`config.mk`:
```
export PLATFORM = sky130hd
export DESIGN_NAME = inst_fetch_queue_flat
export DESIGN_NICKNAME = d
export VERILOG_FILES = /design/src/rtl/fetch_pkg.sv /design/src/rtl/inst_fetch_queue_if.sv /design/src/rtl/sync_fifo.sv /design/src/rtl/inst_fetch_queue.sv /design/src/flat_wrapper.sv
export SDC_FILE = /design/constraint.sdc
export NUM_CORES = 1
export LEC_CHECK = 0
export CAP_MARGIN = 15
export CORE_ASPECT_RATIO = 0.5
export CORE_MARGIN = 5
export CORE_UTILIZATION = 30
export DETAILED_ROUTE_END_ITERATION = 7
export PLACE_DENSITY = 0.58
export SYNTH_ARGS = -nofsm -noshare
export SYNTH_HDL_FRONTEND = slang
export SYNTH_SLANG_ARGS = --single-unit
```
`constraint.sdc`:
```
create_clock -name CLK -period 15.8 [get_ports CLK]
set_input_delay 4.74 -clock CLK [delete_from_list [all_inputs] [get_ports CLK]]
set_output_delay 4.74 -clock CLK [all_outputs]
set_load 0.02 [all_outputs]
```
`src/rtl/fetch_pkg.sv`:
```
// fetch_pkg: shared constants, state encoding and queue entry type for instruction fetch
package fetch_pkg;

    localparam logic [31:0] NOP_INST = 32'h00000013;
    localparam logic [0:0]  ST_BOOT  = 1'b0;
    localparam logic [0:0]  ST_RUN   = 1'b1;
    localparam int          ENTRY_W  = 64 + 32;

    typedef struct packed {
        logic [63:0] pc;
        logic [31:0] inst;
    } fetch_entry_t;

    function automatic logic [31:0] word_sel(input logic [63:0] beat, input logic hi);
        return hi ? beat[63:32] : beat[31:0];
    endfunction

endpackage

```
`src/rtl/inst_fetch_queue_if.sv`:
```
// inst_fetch_queue_if: instruction master bus between fetch stage and memory controller
interface inst_fetch_queue_if;

    logic        bus_wait;
    logic [63:0] HRDATA;
    logic        HTRANS;
    logic [63:0] HADDR;

    modport master (input bus_wait, HRDATA, output HTRANS, HADDR);
    modport slave  (output bus_wait, HRDATA, input HTRANS, HADDR);

endinterface

```
`src/rtl/sync_fifo.sv`:
```
// sync_fifo: show-ahead synchronous FIFO, flush has priority over push/pop
module sync_fifo
    import fetch_pkg::*;
#(
    parameter int WIDTH = ENTRY_W,
    parameter int DEPTH = 4
) (
    input  logic                   CLK,
    input  logic                   reset,
    input  logic                   push,
    input  logic                   pop,
    input  logic                   flush,
    input  logic [WIDTH-1:0]       din,
    output logic [WIDTH-1:0]       dout,
    output logic [$clog2(DEPTH):0] count,
    output logic                   full,
    output logic                   empty
);

    localparam int PW = $clog2(DEPTH);

    logic [WIDTH-1:0] mem [DEPTH];
    logic [PW-1:0]    wr_ptr;
    logic [PW-1:0]    rd_ptr;
    logic             do_push;
    logic             do_pop;

    assign do_pop  = pop && !empty;
    assign do_push = push && (!full || do_pop);
    assign full    = count == (PW+1)'(DEPTH);
    assign empty   = count == '0;
    assign dout    = mem[rd_ptr];

    // entry storage, written at the tail
    always_ff @(posedge CLK) begin
        if (do_push) mem[wr_ptr] <= din;
    end

    // pointers wrap modulo DEPTH; count tracks occupancy
    always_ff @(posedge CLK) begin
        if (reset || flush) begin
            wr_ptr <= '0;
            rd_ptr <= '0;
            count  <= '0;
        end else begin
            wr_ptr <= wr_ptr + PW'(do_push);
            rd_ptr <= rd_ptr + PW'(do_pop);
            count  <= count + (PW+1)'(do_push) - (PW+1)'(do_pop);
        end
    end

endmodule

```
`src/rtl/inst_fetch_queue.sv`:
```
// inst_fetch_queue: prefetching instruction fetch stage with redirect flush
module inst_fetch_queue
    import fetch_pkg::*;
#(
    parameter int          DEPTH    = 4,
    parameter logic [63:0] RESET_PC = 64'h0
) (
    input  logic                      CLK,
    input  logic                      reset,
    inst_fetch_queue_if.master        bus,
    input  logic                      redirect_en,
    input  logic [63:0]               redirect_pc,
    input  logic                      dec_ready,
    output logic [31:0]               inst,
    output logic [63:0]               inst_pc,
    output logic                      inst_valid
);

    localparam int CW = $clog2(DEPTH) + 1;

    logic [0:0]    state;
    logic [63:0]   fetch_pc;
    logic [63:0]   req_pc;
    logic          pending;
    logic          stale;
    logic          issue;
    logic          accept;
    logic          push;
    logic          pop;
    logic          full;
    logic          empty;
    logic [CW-1:0] count;
    fetch_entry_t  din;
    fetch_entry_t  dout;

    // in-flight beats reserve a slot, so count+pending bounds issue
    assign issue      = (state == ST_RUN) && !redirect_en && !full && (32'(count) + 32'(pending) < DEPTH);
    assign accept     = issue && !bus.bus_wait;
    assign bus.HTRANS = issue;
    assign bus.HADDR  = {fetch_pc[63:3], 3'b000};
    assign push       = pending && !stale && !redirect_en;
    assign pop        = inst_valid && dec_ready && !redirect_en;
    assign din        = '{pc: req_pc, inst: word_sel(bus.HRDATA, req_pc[2])};

    sync_fifo #(.WIDTH(ENTRY_W), .DEPTH(DEPTH)) u_fifo (
        .CLK   (CLK),
        .reset (reset),
        .push  (push),
        .pop   (pop),
        .flush (redirect_en),
        .din   (din),
        .dout  (dout),
        .count (count),
        .full  (full),
        .empty (empty)
    );

    // decode view of the queue head, NOP/0 when empty
    always_comb begin
        inst_valid = !empty;
        inst       = empty ? NOP_INST : dout.inst;
        inst_pc    = empty ? 64'h0 : dout.pc;
    end

    // BOOT/RUN state, fetch PC, and in-flight tracking with redirect tagging
    always_ff @(posedge CLK) begin
        if (reset) begin
            state    <= ST_BOOT;
            fetch_pc <= RESET_PC;
            req_pc   <= '0;
            pending  <= 1'b0;
            stale    <= 1'b0;
        end else begin
            state    <= ST_RUN;
            pending  <= accept;
            stale    <= redirect_en;
            req_pc   <= accept ? fetch_pc : req_pc;
            fetch_pc <= redirect_en ? (redirect_pc & ~64'h3) : accept ? fetch_pc + 64'd4 : fetch_pc;
        end
    end

endmodule

```
`src/flat_wrapper.sv`:
```
// flat-port wrapper written by rule: the top's interface ports become plain ports
module inst_fetch_queue_flat import fetch_pkg::*;
#(
    parameter int          DEPTH    = 4,
    parameter logic [63:0] RESET_PC = 64'h0
)
  (CLK, reset, redirect_en, redirect_pc, dec_ready, inst, inst_pc, inst_valid, bus_bus_wait, bus_HRDATA, bus_HTRANS, bus_HADDR);
  inst_fetch_queue_if bus_i ();
  input  logic CLK;
  input  logic reset;
  input  logic redirect_en;
  input  logic [63:0] redirect_pc;
  input  logic dec_ready;
  output logic [31:0] inst;
  output logic [63:0] inst_pc;
  output logic inst_valid;
  input wire logic [$bits(bus_i.bus_wait)-1:0] bus_bus_wait;
  input wire logic [$bits(bus_i.HRDATA)-1:0] bus_HRDATA;
  output wire logic [$bits(bus_i.HTRANS)-1:0] bus_HTRANS;
  output wire logic [$bits(bus_i.HADDR)-1:0] bus_HADDR;
  assign bus_i.bus_wait = bus_bus_wait;
  assign bus_i.HRDATA = bus_HRDATA;
  assign bus_HTRANS = bus_i.HTRANS;
  assign bus_HADDR = bus_i.HADDR;
  inst_fetch_queue #(.DEPTH(DEPTH), .RESET_PC(RESET_PC)) u_core (.CLK(CLK), .reset(reset), .bus(bus_i), .redirect_en(redirect_en), .redirect_pc(redirect_pc), .dec_ready(dec_ready), .inst(inst), .inst_pc(inst_pc), .inst_valid(inst_valid));
endmodule
```
=== Word-level counts from Yosys, hierarchy flattened ===
Memory sizes are Yosys's and may differ from the RTL's. A register that Yosys moved wholly into a read port is not among the register bits.
Cells that the tools add are included.

* Flip-flop bits (word level): 138
* Memory bits (writable): 384
* Input bits: 133
* Output and inout bits: 162
* Word-level logic and storage cells: 47
* Memories: 1

* $add $sub $neg: 6
* Order comparisons: 1
* Equality and inequality tests: 1
* Mux-type cells: 9
* Reductions and logical operators: 20

{| class="wikitable"
|+ Memories
! name !! depth !! width !! read ports !! clocked after Yosys merged registers in !! wr ports !! line !! text
|-
| u_core.u_fifo.mem || 4 || 96 || 1 || 1 || 1 || sync_fifo.sv:22 || <nowiki>logic [WIDTH-1:0] mem [DEPTH];</nowiki>
|}

{| class="wikitable"
|+ Operators by type and width
! kind !! count
|-
| 64-bit 2-to-1 mux || 3
|-
| 64-bit by 3-bit adder with 64-bit output, second input constant || 1
|-
| 32-bit 2-to-1 mux || 2
|-
| 32-bit by 3-bit less-than comparator with 1-bit output, second input constant || 1
|-
| 1-bit logical AND || 10
|-
| 1-bit zero test || 5
|-
| 2-bit by 1-bit adder with 2-bit output || 2
|-
| 3-bit by 1-bit adder with 4-bit output || 1
|-
| 3-bit by 1-bit adder with 3-bit output || 1
|-
| 3-bit equality test, second input constant || 1
|-
| 3-bit zero test || 1
|-
| 1-bit 2-to-1 mux || 3
|-
| 3-bit by 1-bit subtractor with 3-bit output || 1
|-
| 1-bit logical OR || 2
|-
| 2-bit 2-to-1 mux || 1
|-
| 2-bit nonzero test || 1
|-
| 2-bit OR reduction || 1
|}

=== Logic depth before layout (Yosys ltp) ===
Gate-level depths: netlist of run 1.

* Word-level depth: 9
* Depth in mapped cells: 12
* Gate-level depth less buffers: 10

=== By module ===
Synthesis of run 1 repeated with hierarchy kept, for this count alone.

* Cells, all modules: 1,552
* Area, all modules: 21,902.3 um2

{| class="wikitable"
|+ Modules (own cells, without submodules)
! module !! times used !! cells each !! area each (um2) !! seq. area each (um2)
|-
| sync_fifo || 1 || 540 || 14,263.7 || 11,671.2
|-
| inst_fetch_queue || 1 || 1,012 || 7,638.6 || 2,542.4
|}

=== Worst setup path after synthesis of run 1 ===
OpenSTA, ideal clock, no wires.

* Kind: input port to flip-flop
* From: input redirect_en
* To: memory u_core.u_fifo.mem[0][0] (netlist name), enable pin
* Library setup time: 662 ps
* Data arrival time: 11,980 ps
* Required time: 15,138 ps
* Path slack: 3,157 ps
* Stages: 4
* Buffers on the path: 1
* Cells stage by stage: clkbuf_1 > nor4b_1 > inv_1 > nor3_1

* Word-level cells in the longest chain between the ends: 7
* Elaborated cells between the ends (all ways): 8
* Those cells by class: mux: 2; reduce/logical: 6

{| class="wikitable"
|+ Ends and longest elaborated chain
! item !! line !! text
|-
| start: declaration || flat_wrapper.sv:11 || <nowiki>input logic redirect_en;</nowiki>
|-
| 1-bit zero test (*) || inst_fetch_queue.sv:41, inst_fetch_queue.sv:42 ||
|-
| 1-bit logical AND || inst_fetch_queue.sv:42 || <nowiki>assign pop = inst_valid && dec_ready && !redirect_en;</nowiki>
|-
| 1-bit logical AND || sync_fifo.sv:28 || <nowiki>assign do_pop = pop && !empty;</nowiki>
|-
| 1-bit logical OR || sync_fifo.sv:29 || <nowiki>assign do_push = push && (!full || do_pop);</nowiki>
|-
| 1-bit logical AND (*) || sync_fifo.sv:29 ||
|-
| 1-bit 2-to-1 mux (*) || sync_fifo.sv:36 || <nowiki>if (do_push) mem[wr_ptr] <= din;</nowiki>
|-
| 1-bit 2-to-1 mux (not written as such) (*) || sync_fifo.sv:36 ||
|-
| end: declaration || sync_fifo.sv:22 ||
|}

Mark *: on every way between the ends. The rest lies on a longest branch, timed or not.

=== Worst setup path in the final report of run 1 ===
* From: input redirect_en
* To: output bus_HTRANS

* Word-level cells in the longest chain between the ends: 4

{| class="wikitable"
|+ Ends and longest elaborated chain
! item !! line !! text
|-
| 1-bit zero test || inst_fetch_queue.sv:37 || <nowiki>assign issue = (state == ST_RUN) && !redirect_en && !full && (32'(count) + 32'(pending) < DEPTH);</nowiki>
|-
| 1-bit logical AND (3 in a row) || inst_fetch_queue.sv:37 ||
|-
| end: declaration || flat_wrapper.sv:19 || <nowiki>output wire logic [$bits(bus_i.HTRANS)-1:0] bus_HTRANS;</nowiki>
|}

Every way passes these cells.

==> results of run 1 <==
cell usage after synthesis, types with 2 or more instances:
library cell,instances
a221oi_1,4
nor3_1,26
nor4_1,15
a211oi_1,16
a2111oi_0,2
or2_2,3
a22oi_1,3
xor2_1,3
and3_1,19
nand2_1,176
or3_1,7
clkbuf_1,74
ha_1,6
mux4_2,94
nor2_1,55
and2_1,94
a31oi_1,3
dfxtp_1,134
a211o_1,2
a21o_1,3
o21a_1,3
xnor2_1,42
edfxtp_1,376
o21ai_0,13
a31o_2,2
a21oi_1,91
and4_1,4
buf_4,66
nand3_1,16
nor4b_1,3
nand4_1,24
buf_1,12
inv_1,17
mux2i_1,6
mux2_2,32
o22ai_1,12
worst paths after layout:
path	from	end	slack, ps
setup / recovery	redirect_en	bus_HTRANS	4720
hold / removal	u_core.req_pc[3]	u_core.req_pc[3]	500
setup reg to reg	u_core.u_fifo.count[0]	u_core.u_fifo.count[2]	12110
hold reg to reg	u_core.req_pc[3]	u_core.req_pc[3]	500
cells by family after synthesis:
kind of cell               after synthesis
AOI/OAI and AO/OA                      165
xor gates and xnor gates                45
DFF                                    510
buffers and inverters                  171
other                                    1
muxes                                  132
and+or+nand+nor                        450
adders and majority gates                7
metal layers:
metal | routed length [um] | global-route usage | vias to the layer above
li1 | - | - | 5876
met1 | 21070 | 0.1614 | 6477
met2 | 30280 | 0.2690 | 262
met3 | 1840 | 0.01794 | 87
met4 | 1692 | 0.04549 | 0
met5 | 0 | 0 | -
metrics by stage:
| step | power, mW | cell area, sq um | setup WS, ps |
|---|---|---|---|
| 2_1_floorplan | 1.563 | 21120 | 3157 |
| 3_3_place_gp | 1.629 | 24550 | 4771 |
| 3_5_place_dp | 1.631 | 24550 | 4752 |
| 4_1_cts | 2.845 | 26230 | 4741 |
| 5_1_grt | 2.908 | 26240 | 4653 |
| 6_report | 2.815 | 26240 | 4723 |
state kept, by name (all words and copies together), names as in the netlist:
register              flops
u_core.u_fifo.mem       376
u_core.stale              1
u_core.u_fifo.wr_ptr      2
u_core.pending            1
u_core.state              1
u_core.req_pc            62
u_core.u_fifo.count       3
u_core.u_fifo.rd_ptr      2
u_core.fetch_pc          62
final cells by class:
class	instances	area (sq um)
Timing Repair Buffer	307	3015
Clock inverter	20	191.4
Multi-Input combinational cell	804	6304
Fill cell	6557	43100
Inverter	17	63.81
Clock buffer	73	1494
Antenna cell	2	5.005
Sequential cell	510	13980
Tap cell	945	1182
report_power, final:
group | internal, mW | switching [mW] | leakage [nW]
Combinational | 0.0677 | 0.0657 | 2.94
Sequential | 1.44 | 0.0242 | 4.47
Clock | 0.708 | 0.507 | 0.821
Total | 2.22 | 0.596 | 8.23
tightest hold or removal path, stage by stage (launching register included):
cell and delay (ps):
dfxtp_1 330, nand2_1 60, a21oi_1 50
==> flow_metrics.env, run 1 <==
export IMPL_dp_hpwl_um=34390
export IMPL_path_cells="buf_2, buf_4, a2111oi_0, clkdlybuf4s50_1"
export IMPL_slew_violations=0
export IMPL_synth_ff_type="edfxtp_1"
export IMPL_synth_seq_cells=510
export IMPL_synth_area_leaders="edfxtp_1, dfxtp_1, mux4_2"
export IMPL_grt_pass1_wl_um=81760
export IMPL_utilization=0.3784
export IMPL_grt_start_max_net_pins=66
export IMPL_synth_warnings=0
export IMPL_grt_use_total=0.1399
export IMPL_cts_hold_buf=0
export IMPL_cts_resized=0
export IMPL_crit_type="input port to output port"
export IMPL_critical_path_top_delay_family="buffers and inverters"
export IMPL_ir_drop_mv=0.06651
export IMPL_reg2reg_depth=11
export IMPL_vias_per_cell=4.743
export IMPL_rsz0062_at_grt="false"
export IMPL_cts_sinks=510
export IMPL_critPathBufInv=3
export IMPL_power_density_mw_per_mm2=107.3
export IMPL_slew_headroom=0.3036
export IMPL_synth_area_sq_mm=0.02111
export IMPL_critical_path_max_fanout=46
export IMPL_final_common_cell="edfxtp_1"
export IMPL_drtAntennaViolNets=0
export IMPL_rows=68
export IMPL_start_kind="input port"
export IMPL_fmax_ghz=0.09028
export IMPL_io_buffers=287
export IMPL_wl_um=54890
export IMPL_initial_core_util=0.3044
export IMPL_placed_cells=2583
export IMPL_insertion_delay_ps=580
export IMPL_cts_setup_buffers=0
export IMPL_crit_slowest_cell="clkdlybuf4s50_1"
export IMPL_via_count=12702
export IMPL_area_delta_synth_final_pct=24.31
export IMPL_numCtsBuffers=50
export IMPL_critPathArrivalTime_ps=6340
export IMPL_mostFrequentLayoutCells="edfxtp_1, clkdlybuf4s50_1, nand2_1"
export IMPL_hold_viol=0
export IMPL_drc=0
export IMPL_synth_area_leader_cell="edfxtp_1"
export IMPL_tightest_slew_ps=1045
export IMPL_max_cap_violations=0
export IMPL_synth_simple_area_share=0.1050
export IMPL_cts_buffer_depth=3
export IMPL_dr_pass1_iters=5
export IMPL_syn_inst=1481
export IMPL_min_path_type="flop to flop"
export IMPL_avgSynthCellArea_sq_um=14.25
export IMPL_cp_num_cells=4
export IMPL_min_delay_path_depth=2
export IMPL_netlist_cell_type_count=59
export IMPL_dieHeight_um=197.6
export IMPL_die_area_sq_mm=0.07608
export IMPL_grt_overflow=0
export IMPL_setup_viol=0
export IMPL_clkTransAtPathRegs_ps=60
export IMPL_antenna_found_initial=2
export IMPL_grt_pass1_vias=13076
export IMPL_htreeDepth=2
export IMPL_cp_end_kind="output port"
export IMPL_drive_gt1_frac=0.1404
export IMPL_status="completed"
export IMPL_ys_seq_area_frac=0.6620
export IMPL_synth_top_family_by_area="multiplexers"
export IMPL_layout_cells_non_filler=2678
export IMPL_synth_top_area_frac=0.5349
export IMPL_critPathMaxStageDelay_ps=750
export IMPL_synth_edf_count=376
export IMPL_final_period_utilization=0.7011
export IMPL_hold_ws_ps=496.8
export IMPL_pin_count=295
export IMPL_finalClockSkew_ps=32.14
export IMPL_synth_mux_area_frac=0.1202
export IMPL_fin_tns_setup_ps=0
export IMPL_required_ps=11060
export IMPL_root_buffer="clkbuf_16"
export IMPL_final_nets=1830
export IMPL_place_gp_congestion=0.7699
export IMPL_die_w_um=385.1
export IMPL_wl_per_cell_um=20.49
export IMPL_synth_xor_area_frac=0.01867
export IMPL_drt_iter0_drc=771
export IMPL_post_route_min_period_ps=11080
export IMPL_cts_tree="yes"
export IMPL_p_leak_nw=8.230
export IMPL_synthAdderAreaFrac=0.004505
export IMPL_core_sq_mm=0.06934
export IMPL_synth_compound_area_frac=0.04707
export IMPL_synthArstFlopShare=0
Note: power is estimated with default switching activity, not from simulation.
==> run 2, diff against run 1 <==
==> constraint.sdc (replaced) <==
create_clock -name CLK -period 11.4 [get_ports CLK]
set_input_delay 3.42 -clock CLK [delete_from_list [all_inputs] [get_ports CLK]]
set_output_delay 3.42 -clock CLK [all_outputs]
set_load 0.02 [all_outputs]
==> run 2 against run 1 <==
  * Global-route usage barely moved
  * First-iteration DRC count fell by 1.4%
  * Total power rose by 37%
  * Flip-flop and latch count did not move
==> flow_metrics.env, run 2 (synthesized netlist as in run 1, its figures left out) <==
export IMPL_status="completed"
export IMPL_setup_viol=0
export IMPL_dr_pass1_iters=5
export IMPL_mostFrequentLayoutCells="edfxtp_1, clkdlybuf4s50_1, nand2_1"
export IMPL_nFillCells=6575
export IMPL_ir_drop_mv=0.1041
export IMPL_regMostFlops="u_core.u_fifo.mem"
export IMPL_top_regs="u_core.u_fifo.mem: 376 flops, u_core.fetch_pc: 62 flops, u_core.req_pc: 62 flops"
export IMPL_pin_count=295
export IMPL_place_gp_congestion=0.7728
export IMPL_hold_start="u_core.req_pc[58]"
export IMPL_grt_pass1_vias=13030
export IMPL_largest_reg_flops=376
export IMPL_min_delay_path_depth=2
export IMPL_utilization=0.3776
export IMPL_io_buffers=287
export IMPL_r2r_start="u_core.u_fifo.count[1]"
export IMPL_grt_overflow=0
export IMPL_cp_end_kind="output port"
export IMPL_tightest_slew_ps=996.6
export IMPL_r2r_end="u_core.u_fifo.mem[1][51]"
export IMPL_min_path_type="flop to flop"
export IMPL_regToRegSetupSlack_ps=8020
export IMPL_numCtsBuffers=50
export IMPL_finalClockSkew_ps=22.24
export IMPL_post_route_min_period_ps=8389
export IMPL_clkTransAtPathRegs_ps=60
export IMPL_dp_hpwl_um=34270
export IMPL_drive_gt1_frac=0.1409
export IMPL_hold_ws_ps=497.1
export IMPL_layout_cells_non_filler=2678
export IMPL_cts_resized=0
export IMPL_die_area_sq_mm=0.07608
export IMPL_die_w_um=385.1
export IMPL_final_common_cell="edfxtp_1"
export IMPL_grt_start_max_net_pins=66
export IMPL_cts_setup_buffers=0
export IMPL_cts_buffer_depth=3
export IMPL_final_nets=1830
export IMPL_slew_violations=0
export IMPL_rows=68
export IMPL_grt_use_total=0.1395
export IMPL_final_period_utilization=0.7358
export IMPL_worstHoldEndpoint="u_core.req_pc[58]"
export IMPL_cts_sinks=510
export IMPL_slew_headroom=0.3356
export IMPL_max_cap_violations=0
export IMPL_fin_tns_setup_ps=0
export IMPL_wl_um=54480
export IMPL_start_kind="input port"
export IMPL_power_density_mw_per_mm2=147.2
export IMPL_cts_tree="yes"
export IMPL_fmax_ghz=0.1192
export IMPL_vias_per_cell=4.737
export IMPL_root_buffer="clkbuf_16"
export IMPL_drc=0
export IMPL_place_ws_ps=3040
export IMPL_required_ps=7980
export IMPL_cts_hold_buf=0
export IMPL_antenna_found_initial=2
export IMPL_rsz0062_at_grt="false"
export IMPL_via_count=12687
export IMPL_drt_iter0_drc=760
export IMPL_insertion_delay_ps=580
export IMPL_crit_type="input port to output port"
export IMPL_hold_viol=0
export IMPL_reg2reg_depth=6
export IMPL_wl_per_cell_um=20.35
export IMPL_grt_pass1_wl_um=81610
export IMPL_area_delta_synth_final_pct=24.07
export IMPL_placed_cells=2583
export IMPL_critPathArrivalTime_ps=4970
export IMPL_core_sq_mm=0.06934
export IMPL_critical_path_max_fanout=46
export IMPL_dieHeight_um=197.6
export IMPL_htreeDepth=2
export IMPL_initial_core_util=0.3044
export IMPL_p_leak_nw=8.205
export IMPL_drtAntennaViolNets=0
export IMPL_setup_slack_ps=3011
run 2: where the power goes:
group	switching [mW]	internal, mW	total, mW	leakage, nW
sequential	0.0332	2.00	2.03	4.47
combinational	0.0912	0.0938	0.185	2.94
clock	0.698	0.939	1.64	0.797
total	0.823	3.03	3.86	8.21
run 2: per-stage QoR:
| step | power, mW | area [sq um] |
|---|---|---|
| global route | 3.996 | 26190 |
| CTS | 3.900 | 26180 |
| detailed placement | 2.260 | 24550 |
| floorplan | 2.167 | 21120 |
| global placement | 2.258 | 24550 |
| finish | 3.855 | 26190 |
run 2: worst max path at each step:
stage	depth (start not counted)	endpoint	slack (ps)	from
after floorplan	4	u_core.u_fifo.mem[0][0]	80	redirect_en
after global placement	4	bus_HTRANS	3030	redirect_en
after detailed placement	4	bus_HTRANS	3040	redirect_en
after CTS	4	bus_HTRANS	3030	redirect_en
after global routing	4	bus_HTRANS	2930	redirect_en
final	4	bus_HTRANS	3010	redirect_en
run 2: area by class of cell:
class                   count  area, sq um  share of cell area
clock inverters            18        166.4            0.006355
well taps                 945         1182             0.04515
inverters                  17        63.81            0.002437
diodes                      1        2.502          0.00009556
multi-input cells         804         6304              0.2407
repair buffers            307         3015              0.1152
flip-flops and latches    510        13980              0.5339
clock buffers              76         1470             0.05614
run 2: metal layers:
layer	routed length, um	vias to the layer above	global-route usage	part of all wire
met5	0	-	0	0
met2	29800	243	0.2631	0.55
met1	20980	6468	0.1627	0.39
met4	1851	0	0.04949	0.034
li1	-	5880	-	-
met3	1855	96	0.01931	0.034
run 2: worst max-delay path: stages:
cell and delay, ps:
buf_2 90, buf_4 290, a2111oi_0 390, clkdlybuf4s50_1 750
==> run 3, diff against run 2 <==
--- a/config.mk
+++ b/config.mk
@@ -10,7 +10,7 @@
 export CORE_MARGIN = 5
 export CORE_UTILIZATION = 30
 export DETAILED_ROUTE_END_ITERATION = 7
-export PLACE_DENSITY = 0.58
+export PLACE_DENSITY = 0.6
 export SYNTH_ARGS = -nofsm -noshare
 export SYNTH_HDL_FRONTEND = slang
 export SYNTH_SLANG_ARGS = --single-unit
==> constraint.sdc (replaced) <==
create_clock -name CLK -period 6.8 [get_ports CLK]
set_input_delay 2.04 -clock CLK [delete_from_list [all_inputs] [get_ports CLK]]
set_output_delay 2.04 -clock CLK [all_outputs]
set_load 0.02 [all_outputs]
==> run 3 against run 2 <==
  * Via count increased by 0.51%
  * Total power increased by 70%
  * Hold slack got worse by 5.2 ps
  * Clock skew decreased by 12 ps
  * Setup slack got worse by 1600 ps
  * Largest power group unchanged
==> flow_metrics.env, run 3 (synthesized netlist as in run 1, its figures left out) <==
export IMPL_switching_share=0.2076
export IMPL_cp_startpoint="u_core.u_fifo.count[0]"
export IMPL_power_frac_seq=0.520
export IMPL_place_gp_congestion=0.7916
export IMPL_drc=0
export IMPL_cts_setup_buffers=0
export IMPL_largest_reg_flops=376
export IMPL_utilization=0.3801
export IMPL_area_delta_synth_final_pct=24.89
export IMPL_max_cap_violations=0
export IMPL_crit_type="flop to output port"
export IMPL_placed_cells=2586
export IMPL_htreeDepth=2
export IMPL_vias_per_cell=4.751
export IMPL_grt_start_max_net_pins=65
export IMPL_die_w_um=385.1
export IMPL_pin_count=295
export IMPL_slew_violations=0
export IMPL_final_period_utilization=0.7889
export IMPL_slew_headroom=0.3326
export IMPL_rsz0062_at_grt="false"
export IMPL_layout_cells_non_filler=2684
export IMPL_drt_iter0_drc=805
export IMPL_initial_core_util=0.3044
export IMPL_mostFrequentLayoutCells="edfxtp_1, clkdlybuf4s50_1, nand2_1"
export IMPL_setup_viol=0
export IMPL_place_ws_ps=1461
export IMPL_grt_pass1_vias=13133
export IMPL_core_sq_mm=0.06934
export IMPL_pwr_share_clk=0.432
export IMPL_rows=68
export IMPL_status="completed"
export IMPL_setup_slack_ps=1435
export IMPL_final_nets=1834
export IMPL_cts_tree="yes"
export IMPL_hold_viol=0
export IMPL_p_int_mw=5.191
export IMPL_cts_hold_buf=0
export IMPL_final_common_cell="edfxtp_1"
export IMPL_p_leak_nw=8.261
export IMPL_io_buffers=287
export IMPL_dp_hpwl_um=34870
export IMPL_antenna_found_initial=3
export IMPL_grt_overflow=0
export IMPL_dr_pass1_iters=5
export IMPL_p_sw_mw=1.360
export IMPL_hold_start="u_core.req_pc[47]"
export IMPL_drive_gt1_frac=0.1423
export IMPL_finalClockSkew_ps=10.40
export IMPL_fin_tns_setup_ps=0
export IMPL_cp_end_kind="output port"
export IMPL_cts_buffer_depth=3
export IMPL_tightest_slew_ps=975.9
export IMPL_critical_path_max_fanout=51
export IMPL_numCtsBuffers=51
export IMPL_grt_use_total=0.1385
export IMPL_dieHeight_um=197.6
export IMPL_die_area_sq_mm=0.07608
export IMPL_seqCellArea_sq_mm=0.01398
export IMPL_via_count=12752
export IMPL_ir_drop_mv=0.1315
export IMPL_root_buffer="clkbuf_16"
export IMPL_cts_resized=0
export IMPL_critPathArrivalTime_ps=3320
export IMPL_drtAntennaViolNets=0
export IMPL_fmax_ghz=0.1864
export IMPL_wl_um=54190
export IMPL_wl_per_cell_um=20.19
export IMPL_nFillCells=6507
export IMPL_insertion_delay_ps=560
export IMPL_grt_pass1_wl_um=81340
export IMPL_start_kind="flop"
export IMPL_r2r_start="u_core.u_fifo.count[0]"
export IMPL_power_frac_comb=0.048
export IMPL_cts_sinks=510
export IMPL_min_path_type="flop to flop"
export IMPL_clkTransAtPathRegs_ps=60
export IMPL_multi_input_area_sq_mm=0.006310
export IMPL_regMostFlops="u_core.u_fifo.mem"
export IMPL_required_ps=4760
export IMPL_post_route_min_period_ps=5365
export IMPL_power_density_mw_per_mm2=248.5
export IMPL_top_regs="u_core.u_fifo.mem: 376 flops, u_core.fetch_pc: 62 flops, u_core.req_pc: 62 flops"
## run 3: cell count changes in the layout (fill, tap and decap cells not counted), moves of 2 or more
cell / before / now
diode_2: 1 / 3
clkinv_2: 7 / 5
buf_4: 21 / 19
clkbuf_16: 51 / 56
inv_4: 0 / 2
clkbuf_8: 10 / 6
buf_12: 0 / 5
## run 3: routing by layer
metal	vias to the layer above	GRT usage	routed length (um)
met5	-	0	0
met4	0	0.05321	1869
met2	243	0.2640	29790
met1	6515	0.1590	20930
li1	5897	-	-
met3	97	0.01709	1601
## run 3: final timing paths
| kind | end | slack, ps | depth (start not counted) |
|---|---|---|---|
| setup reg to reg | u_core.u_fifo.count[2] | 3350 | 11 |
| hold reg to reg | u_core.req_pc[47] | 490 | 2 |
| hold / removal | u_core.req_pc[47] | 490 | 2 |
| setup / recovery | inst_pc[37] | 1440 | 5 |
## run 3: layout make-up
class	count	area share
multi-input combinational	804	0.2394
antenna	3	0.0002848
inverter	17	0.002421
tap	945	0.04486
clock buffer	78	0.05858
sequential	510	0.5305
clock inverter	17	0.006408
timing repair buffer	310	0.1176
## run 3: metrics by stage
stage	hold WS, ps	power (mW)	area, sq um
after global placement	479.8	3.785	24640
after CTS	496.3	6.629	26350
after global routing	517.7	6.786	26360
final	491.9	6.550	26360
after floorplan	457.9	3.631	21140
after detailed placement	487.8	3.788	24640
## run 3: power groups by stage
stage	logic (mW)	registers, mW	clock network [mW]
finish	0.312	3.41	2.83
floorplan	0.180	3.45	0
detailed placement	0.315	3.47	0
CTS	0.316	3.41	2.91
global route	0.334	3.41	3.04
global placement	0.313	3.47	0
## run 3: critical path, cell delays in order (launching register included)
cell	delay [ps]
dfxtp_1	370
nor3_1	660
inv_2	550
buf_12	370
and2_1	220
clkdlybuf4s50_1	560
